`src/rtl/mem_bus_arbiter_if.sv`:
```
// Bus bundle between the arbiter, the two cache requesters and the memory port.
// master: arbiter side (drives grants, beat status and the memory request).
// slave:  environment side (caches and memory model).
interface mem_bus_arbiter_if #(
    parameter int DATA_WIDTH = 32,
    parameter int ADDR_WIDTH = 32,
    parameter int BURST_LEN  = 4
);
    localparam int CW = (BURST_LEN > 1) ? $clog2(BURST_LEN) : 1;

    // icache requester
    logic                  i_req;
    logic                  i_we;
    logic [ADDR_WIDTH-1:0] i_addr;
    logic [DATA_WIDTH-1:0] i_wdata;
    logic                  i_gnt;
    logic                  i_rvalid;
    logic                  i_done;

    // dcache requester
    logic                  d_req;
    logic                  d_we;
    logic [ADDR_WIDTH-1:0] d_addr;
    logic [DATA_WIDTH-1:0] d_wdata;
    logic                  d_gnt;
    logic                  d_rvalid;
    logic                  d_done;

    // shared return path
    logic [DATA_WIDTH-1:0] rdata;
    logic [CW-1:0]         beat_idx;

    // memory port
    logic                  mem_req;
    logic                  mem_we;
    logic [ADDR_WIDTH-1:0] mem_addr;
    logic [DATA_WIDTH-1:0] mem_wdata;
    logic [DATA_WIDTH-1:0] mem_rdata;
    logic                  mem_ready;

    modport master (
        input  i_req, i_we, i_addr, i_wdata,
        input  d_req, d_we, d_addr, d_wdata,
        input  mem_rdata, mem_ready,
        output i_gnt, i_rvalid, i_done,
        output d_gnt, d_rvalid, d_done,
        output rdata, beat_idx,
        output mem_req, mem_we, mem_addr, mem_wdata
    );

    modport slave (
        output i_req, i_we, i_addr, i_wdata,
        output d_req, d_we, d_addr, d_wdata,
        output mem_rdata, mem_ready,
        input  i_gnt, i_rvalid, i_done,
        input  d_gnt, d_rvalid, d_done,
        input  rdata, beat_idx,
        input  mem_req, mem_we, mem_addr, mem_wdata
    );
endinterface

```
`src/rtl/mem_bus_arbiter.sv`:
```
// Two-way burst arbiter sharing one memory port between icache and dcache.
// Grants whole aligned bursts of BURST_LEN words, generates beat addresses,
// and alternates ownership on contention. One IDLE cycle separates bursts.
module mem_bus_arbiter #(
    parameter int DATA_WIDTH = 32,
    parameter int ADDR_WIDTH = 32,
    parameter int BURST_LEN  = 4
) (
    input logic             clk,
    input logic             rst_n,
    mem_bus_arbiter_if.master bus
);
    localparam int CW   = (BURST_LEN > 1) ? $clog2(BURST_LEN) : 1;
    localparam int OFFW = $clog2(BURST_LEN) + 2;
    localparam logic [CW-1:0]         LAST_BEAT = CW'(BURST_LEN - 1);
    localparam logic [ADDR_WIDTH-1:0] LINE_MASK = {ADDR_WIDTH{1'b1}} << OFFW;

    typedef enum logic [1:0] {IDLE, BUSY_I, BUSY_D} state_t;

    state_t                state, state_nx;
    logic                  last_d;      // 1: dcache held the bus last
    logic [ADDR_WIDTH-1:0] base;
    logic                  we_q;
    logic [CW-1:0]         beat_cnt;
    logic                  grant_i, grant_d;
    logic                  last_beat;

    assign last_beat = (beat_cnt == LAST_BEAT);
    assign bus.rdata = bus.mem_rdata;

    // State register
    always_ff @(posedge clk) begin
        if (!rst_n) state <= IDLE;
        else        state <= state_nx;
    end

    // Arbitration, next state and bus outputs
    always_comb begin
        state_nx      = state;
        grant_i       = 1'b0;
        grant_d       = 1'b0;
        bus.i_gnt     = 1'b0;
        bus.i_rvalid  = 1'b0;
        bus.i_done    = 1'b0;
        bus.d_gnt     = 1'b0;
        bus.d_rvalid  = 1'b0;
        bus.d_done    = 1'b0;
        bus.beat_idx  = '0;
        bus.mem_req   = 1'b0;
        bus.mem_we    = 1'b0;
        bus.mem_addr  = '0;
        bus.mem_wdata = '0;
        case (state)
            IDLE: begin
                // tie goes to whoever did not own the previous burst
                if (bus.i_req && bus.d_req) begin
                    grant_i = last_d;
                    grant_d = ~last_d;
                end else begin
                    grant_i = bus.i_req;
                    grant_d = bus.d_req;
                end
                if (grant_i)      state_nx = BUSY_I;
                else if (grant_d) state_nx = BUSY_D;
            end
            BUSY_I, BUSY_D: begin
                bus.mem_req   = 1'b1;
                bus.mem_we    = we_q;
                // OR instead of add: offset never carries out of the line
                bus.mem_addr  = base | (ADDR_WIDTH'(beat_cnt) << 2);
                bus.beat_idx  = beat_cnt;
                if (state == BUSY_I) begin
                    bus.i_gnt     = 1'b1;
                    bus.i_rvalid  = bus.mem_ready & ~we_q;
                    bus.i_done    = bus.mem_ready & last_beat;
                    bus.mem_wdata = bus.i_wdata;
                end else begin
                    bus.d_gnt     = 1'b1;
                    bus.d_rvalid  = bus.mem_ready & ~we_q;
                    bus.d_done    = bus.mem_ready & last_beat;
                    bus.mem_wdata = bus.d_wdata;
                end
                if (bus.mem_ready && last_beat) state_nx = IDLE;
            end
            default: state_nx = IDLE;
        endcase
    end

    // Burst context: latched on grant, beat counter advanced per accepted beat
    always_ff @(posedge clk) begin
        if (!rst_n) begin
            last_d   <= 1'b0;
            base     <= '0;
            we_q     <= 1'b0;
            beat_cnt <= '0;
        end else if (state == IDLE) begin
            if (grant_i || grant_d) begin
                base     <= (grant_d ? bus.d_addr : bus.i_addr) & LINE_MASK;
                we_q     <= grant_d ? bus.d_we : bus.i_we;
                beat_cnt <= '0;
            end
        end else if (bus.mem_ready) begin
            beat_cnt <= beat_cnt + CW'(1);
            if (last_beat) last_d <= (state == BUSY_D);
        end
    end
endmodule

```
`src/flat_wrapper.sv`:
```
// flat-port wrapper written by rule: the top's interface ports become plain ports
module mem_bus_arbiter_flat 
#(
    parameter int DATA_WIDTH = 32,
    parameter int ADDR_WIDTH = 32,
    parameter int BURST_LEN  = 4
)
  (clk, rst_n, bus_i_req, bus_i_we, bus_i_addr, bus_i_wdata, bus_d_req, bus_d_we, bus_d_addr, bus_d_wdata, bus_mem_rdata, bus_mem_ready, bus_i_gnt, bus_i_rvalid, bus_i_done, bus_d_gnt, bus_d_rvalid, bus_d_done, bus_rdata, bus_beat_idx, bus_mem_req, bus_mem_we, bus_mem_addr, bus_mem_wdata);
  mem_bus_arbiter_if #(.DATA_WIDTH(DATA_WIDTH), .ADDR_WIDTH(ADDR_WIDTH), .BURST_LEN(BURST_LEN)) bus_i ();
  input logic clk;
  input logic rst_n;
  input wire logic [$bits(bus_i.i_req)-1:0] bus_i_req;
  input wire logic [$bits(bus_i.i_we)-1:0] bus_i_we;
  input wire logic [$bits(bus_i.i_addr)-1:0] bus_i_addr;
  input wire logic [$bits(bus_i.i_wdata)-1:0] bus_i_wdata;
  input wire logic [$bits(bus_i.d_req)-1:0] bus_d_req;
  input wire logic [$bits(bus_i.d_we)-1:0] bus_d_we;
  input wire logic [$bits(bus_i.d_addr)-1:0] bus_d_addr;
  input wire logic [$bits(bus_i.d_wdata)-1:0] bus_d_wdata;
  input wire logic [$bits(bus_i.mem_rdata)-1:0] bus_mem_rdata;
  input wire logic [$bits(bus_i.mem_ready)-1:0] bus_mem_ready;
  output wire logic [$bits(bus_i.i_gnt)-1:0] bus_i_gnt;
  output wire logic [$bits(bus_i.i_rvalid)-1:0] bus_i_rvalid;
  output wire logic [$bits(bus_i.i_done)-1:0] bus_i_done;
  output wire logic [$bits(bus_i.d_gnt)-1:0] bus_d_gnt;
  output wire logic [$bits(bus_i.d_rvalid)-1:0] bus_d_rvalid;
  output wire logic [$bits(bus_i.d_done)-1:0] bus_d_done;
  output wire logic [$bits(bus_i.rdata)-1:0] bus_rdata;
  output wire logic [$bits(bus_i.beat_idx)-1:0] bus_beat_idx;
  output wire logic [$bits(bus_i.mem_req)-1:0] bus_mem_req;
  output wire logic [$bits(bus_i.mem_we)-1:0] bus_mem_we;
  output wire logic [$bits(bus_i.mem_addr)-1:0] bus_mem_addr;
  output wire logic [$bits(bus_i.mem_wdata)-1:0] bus_mem_wdata;
  assign bus_i.i_req = bus_i_req;
  assign bus_i.i_we = bus_i_we;
  assign bus_i.i_addr = bus_i_addr;
  assign bus_i.i_wdata = bus_i_wdata;
  assign bus_i.d_req = bus_d_req;
  assign bus_i.d_we = bus_d_we;
  assign bus_i.d_addr = bus_d_addr;
  assign bus_i.d_wdata = bus_d_wdata;
  assign bus_i.mem_rdata = bus_mem_rdata;
  assign bus_i.mem_ready = bus_mem_ready;
  assign bus_i_gnt = bus_i.i_gnt;
  assign bus_i_rvalid = bus_i.i_rvalid;
  assign bus_i_done = bus_i.i_done;
  assign bus_d_gnt = bus_i.d_gnt;
  assign bus_d_rvalid = bus_i.d_rvalid;
  assign bus_d_done = bus_i.d_done;
  assign bus_rdata = bus_i.rdata;
  assign bus_beat_idx = bus_i.beat_idx;
  assign bus_mem_req = bus_i.mem_req;
  assign bus_mem_we = bus_i.mem_we;
  assign bus_mem_addr = bus_i.mem_addr;
  assign bus_mem_wdata = bus_i.mem_wdata;
  mem_bus_arbiter #(.DATA_WIDTH(DATA_WIDTH), .ADDR_WIDTH(ADDR_WIDTH), .BURST_LEN(BURST_LEN)) u_core (.clk(clk), .rst_n(rst_n), .bus(bus_i));
endmodule
```
`config.mk`:
```
export PLATFORM = sky130hd
export DESIGN_NAME = mem_bus_arbiter_flat
export DESIGN_NICKNAME = d
export VERILOG_FILES = /design/src/rtl/mem_bus_arbiter_if.sv /design/src/rtl/mem_bus_arbiter.sv /design/src/flat_wrapper.sv
export SDC_FILE = /design/constraint.sdc
export NUM_CORES = 1
export LEC_CHECK = 0
export CAP_MARGIN = 25
export CORE_AREA = 2 2 104 106
export DETAILED_ROUTE_END_ITERATION = 6
export DIE_AREA = 0 0 106 108
export PLACE_DENSITY = 0.75
export SLEW_MARGIN = 0
export SYNTH_ARGS = -nofsm -noshare
export SYNTH_HDL_FRONTEND = slang
export SYNTH_SLANG_ARGS = --single-unit
```
`constraint.sdc`:
```
create_clock -name clk -period 4.8 [get_ports clk]
set_input_delay 0.96 -clock clk [delete_from_list [all_inputs] [get_ports clk]]
set_output_delay 0.96 -clock clk [all_outputs]
set_load 0.02 [all_outputs]
```
Yosys cells after proc, flatten, opt, wreduce, memory -nomap -nowiden --
Index checks and enable logic that the tools add are counted.
Storage, ports and cells: output and inout port bits 106, bits of input ports 167, word-level logic and storage cells 61, flip-flop bits (word level) 34
Cells by class: reduce and logical (&&, ||, !) cells 10, muxes and demuxes 33, add/sub/neg operators 1, eq/ne operators 6, bitwise gates (word level) 6
Operator list (count):
- 2-to-1 mux 32 bit | 4
- OR 32 x 4 -> 32 bit | 1
- 2-to-1 mux 1 bit | 21
- 2-to-1 mux 2 bit | 7
- AND reduction 2 bit | 3
- == test 2 bit, second input constant | 2
- one-hot mux 2 bit (2 select lines) | 1
- != test 3 x 1 -> 1 bit, second input constant | 1
- NOT 1 bit | 3
- AND reduction 3 bit | 1
- adder 2 x 1 -> 2 bit, second input constant | 1
- AND 1 bit | 2
- == test 2 x 1 -> 1 bit, second input constant | 1
- logical AND 1 bit | 2
- zero test 2 bit | 1
- != test 2 x 1 -> 1 bit, second input constant | 1
- != test 2 bit, second input constant | 1
- nonzero test 2 bit | 1
- OR reduction 2 bit | 1
- logical OR 1 bit | 1

Longest topological paths before layout --
depth after elaboration 7, mapped depth 7, depth with buffers taken out 5

Worst setup path after synthesis --
Ideal clock, no wire load.
kind register -> output, from register u_core.state[1], to output port bus_mem_addr[3], slack 2.103 ns, cell stages (with the launch flop) 7, required time 3.840 ns, data arrival time 1.737 ns, buffers on the path 3, path through dfxtp_1 > inv_1 > ha_1 > clkbuf_1 > clkbuf_1 > and2_1 > buf_4
On the way: cells in the longest elaborated chain, start to end 3, elaborated cells on any way between the ends 4, classes of those cells eq/ne: 2; mux: 1; reduce/logical: 1
Ends and longest elaborated chain:
- from (decl) | RTL line mem_bus_arbiter.sv:20 | state_t state, state_nx;
- from (signal assigned) | RTL line mem_bus_arbiter.sv:34 | else state <= state_nx;
- == test 2 bit / == test 2 x 1 -> 1 bit (equally long branches) | RTL line mem_bus_arbiter.sv:53 | case (state)
- OR reduction 2 bit * | RTL line mem_bus_arbiter.sv:53
- 2-to-1 mux 32 bit * | RTL line mem_bus_arbiter.sv:53
- to (decl) | RTL line flat_wrapper.sv:32 | output wire logic [$bits(bus_i.mem_addr)-1:0] bus_mem_addr;
Every way passes the cells marked *; elsewhere a longest branch is shown, timed or not.

Final worst setup path --
from register u_core.state[1], to output port bus_i_rvalid
On the way: cells in the longest elaborated chain, start to end 3, elaborated cells on any way between the ends 5, classes of those cells eq/ne: 2; mux: 2; reduce/logical: 1
Ends and longest elaborated chain:
- == test 2 x 1 -> 1 bit / == test 2 bit (equally long branches) | RTL line mem_bus_arbiter.sv:53, mem_bus_arbiter.sv:72
- 2-to-1 mux 1 bit / OR reduction 2 bit (equally long branches) | RTL line mem_bus_arbiter.sv:72, mem_bus_arbiter.sv:53
- 2-to-1 mux 1 bit * | RTL line mem_bus_arbiter.sv:53
- to (decl) | RTL line flat_wrapper.sv:23 | output wire logic [$bits(bus_i.i_rvalid)-1:0] bus_i_rvalid;
Marks and branches as above.

==> out/metrics.csv <==
stage,metric,value,unit
cts,clock sinks,34,
sta,RSZ-0062 raised after global routing,false,
place,Post-Place Worst Slack,1370,ps
sta,fin crit share,76.0,%
floorplanning,total die area,0.0114,mm2
layout,nets,666,
layout,Layout area overhead,65.5,%
power,VDD IR max,0.000117,V
worst_setup_path,CP Class,flop to primary output,
cts,Longest Clk Path Bufs,2,
worst_setup_path,capturing point of the worst reg2reg path,u_core.base[6],
cts,clk slew on worst S/H paths,70,ps
worst_setup_path,Critical Path Max Stage Delay,950,ps
place,port bufs,198,
synthesis,Synth top area share,24.2,%
synthesis,"Distinct cells, synth",30,
detailed_routing,Initial DRC Count,165,
cts,TritonCTS buffer count,5,
detailed_routing,vias per cell,4.81,
global_route,first-pass GRT wire length,14.7,mm
sta,setup ws final,1150,ps
detailed_routing,post-DR wirelength/cell,15.8,um
place,Inst Count DP,623,
worst_setup_path,worst path bufs/invs,2,
floorplanning,Die Wd,106,um
worst_setup_path,Worst Path Arrival,2690,ps
worst_setup_path,R2R Path Start,u_core.state[0],
detailed_routing,TritonRoute pass-1 iters,4,
worst_setup_path,slowest CP cell,ha_2,
synthesis,syn avg cell area,7.95,um2
global_route,largest net degree at the start of global routing,68,
detailed_routing,DRC viols,0,
hold_path,Hold WC Path Type,flop to flop,
synthesis,"Seq/Total Area, Yosys",24.2,%
detailed_routing,Post-Route M1 WL,4.07,mm
worst_setup_path,startpoint type of the worst setup path,flop,
detailed_routing,Routed WL,9.98,mm
global_route,vias in the first global route,2874,
layout,ANT cells,0,
synthesis,top post-synthesis cells by area,"dfxtp_1 24%, mux2i_1 11%, o21ai_0 9.8%",
sta,Final Hold Violating Endpoints,0,
run,Max Cap Violations,0,
worst_setup_path,crit path max fanout,67,
cts,hold buffers post-CTS,0,
synthesis,cell area after synthesis,0.00281,mm2
worst_setup_path,R2R Setup Slk,2450,ps
cts,worst-skew pair later-pin latency,290,ps
hold_path,Hold Startpoint,u_core.beat_cnt[0],
sta,skew final,8.49,ps
global_route,initial antenna violation count,0,
floorplanning,IO Count,273,
sta,worst slew pin tran,1010,ps
cts,CTS Root Cell,clkbuf_8,
synthesis,post-synth top area cell,dfxtp_1,
sta,Setup Viol. Count Final,0,
cts,CTS tree,yes,
detailed_routing,remaining antenna violation count,0,
layout,Final Non-Filler Cells,631,
cts,Resized Gates After CTS,0,
detailed_routing,max layer used,met4,
worst_setup_path,reg2reg path depth,6,
sta,Max transition margin,32.5,%
run_status,outcome,completed,
floorplanning,core area,0.0102,mm2
sta,final setup TNS,0,ps
global_route,global-route usage over all layers,16.1,%
cts,H-tree depth,2,
floorplanning,# rows,37,
detailed_routing,metal3 WL,1.00,mm
synthesis,Synth warnings,0,
cts,"Setup Fix Bufs, Post-CTS",0,
floorplanning,Initial Utilization,27.5,%
hold_path,hold path endpoint,u_core.beat_cnt[0],
power,total power draw,0.00125,W
floorplanning,DIE HEIGHT,108,um
sta,final worst path period need,3650,ps
power,power per cell area,268,mW/mm2
synthesis,synthesized netlist cell count,354,
place,routability-driven placement congestion ratio,0.809,
sta,f_max,274,MHz
worst_setup_path,crit path capture type,primary output,
synthesis,Yosys reg bits,34,
worst_setup_path,CP cell instances,inv_1 > ha_2 > nand2_1 > nor2_1 > clkdlybuf4s50_1,
detailed_routing,via count,3035,
global_route,grt total ovfl,0,
power,Leak,1.62,nW
sta,Slew Limit Fails,0,
place,post-DP HPWL,7.53,mm
detailed_routing,WL met2,4.82,mm
worst_setup_path,kind of cell adding the most delay to the critical path,adder cells,
layout,share of layout cells above drive strength 1,2.83,%
worst_setup_path,Worst EP required,3840,ps
hold_path,hold depth,2,
[stage by stage]
stage / utilization, % / instance area, um2 / hold slack [ps]
2_1_floorplan: - / 2820 / 462
3_3_place_gp: 44.6 / 4570 / 482
3_5_place_dp: 44.6 / 4570 / 501
4_1_cts: 45.5 / 4660 / 513
5_1_grt: 45.5 / 4660 / 559
6_report: 45.5 / 4660 / 513
[cells in the mapped netlist]
cell type,count
dfxtp_1,34
or4b_1,1
a21bo_2,1
or3b_1,29
clkbuf_1,20
or4_1,1
conb_1,1
nand2_1,2
inv_1,4
nor2b_1,33
nand2_2,1
mux2i_1,32
o211a_1,1
a211oi_1,1
or3b_2,1
nor3b_1,1
a21oi_1,5
buf_4,36
a31oi_1,29
buf_6,3
o21ai_1,7
o21ai_0,55
and2_1,32
nand2b_1,2
buf_1,1
ha_1,5
nand4b_1,2
nor2_1,5
buf_2,8
a21o_1,1
[layout by cell type (no fill, tap or decap), drive strengths merged]
master,netlist,final
nand4b,2,2
a21oi,5,5
a211oi,1,1
nor2,5,5
conb,1,2
clkbuf,20,7
a21bo,1,1
nand2b,2,2
mux2i,32,32
inv,4,4
clkinv,0,1
ha,5,5
or4b,1,1
nand2,3,3
a31oi,29,29
nor3b,1,1
o211a,1,1
clkdlybuf4s50,0,198
dfxtp,34,34
and2,32,32
or3b,30,30
nor2b,33,33
buf,48,2
o21ai,62,62
or4,1,1
a21o,1,1
[report_power, final]
group          switching (W)  internal, W
clock network       0.000109     0.000116
registers          0.0000244     0.000340
logic               0.000323     0.000334
total               0.000457     0.000790
[per-layer routing]
| layer | up-vias | GRT usage (%) |
|---|---|---|
| met1 | 1392 | 18.8 |
| met5 | - | 0 |
| met3 | 10 | 5.85 |
| met2 | 152 | 28.3 |
| met4 | 0 | 3.38 |
| li1 | 1481 | - |
[worst reg2reg max path, cell delays in order (launching register included)]
cell	delay, ps
dfxtp_1	320
inv_1	130
ha_1	320
o211a_1	840
buf_4	370
o21ai_0	100
a31oi_1	200
[worst max-delay path by stage]
stage | slack (ps) | cells after the start | end | startpoint
after floorplan | 2100 | 6 | bus_mem_addr[3] | u_core.state[1]
after global placement | 1400 | 4 | bus_i_done | bus_mem_ready
after detailed placement | 1370 | 5 | bus_i_done | u_core.state[1]
after CTS | 1050 | 5 | bus_i_done | u_core.state[1]
after global routing | 930 | 5 | bus_i_rvalid | u_core.state[0]
final | 1150 | 5 | bus_i_rvalid | u_core.state[1]
[cells by family after synthesis]
family	Yosys count	share of synthesized area, %
flip-flops	34	24.2
adder cells (fa/ha/maj)	5	2.22
buffers and inverters	72	15.6
other	1	0.133
AO/OA/AOI/OAI	100	19.6
multiplexers	32	11.4
AND/OR/NAND/NOR	110	26.9
[layout make-up]
class,count,area (um2)
fillers,1033,5570
repair buffers,200,2000
multi-input cells,249,1700
flip-flops and latches,34,681
well taps,136,170
clock buffers,7,86.3
inverters,4,15.0
clock inverters,1,5.00
[registers in the layout, summed over array words and instances, names as in the netlist]
| signal | cells |
|---|---|
| u_core.last_d | 1 |
| u_core.beat_cnt | 2 |
| u_core.state | 2 |
| u_core.we_q | 1 |
| u_core.base | 28 |
Note: power is estimated with default switching activity, not from simulation.
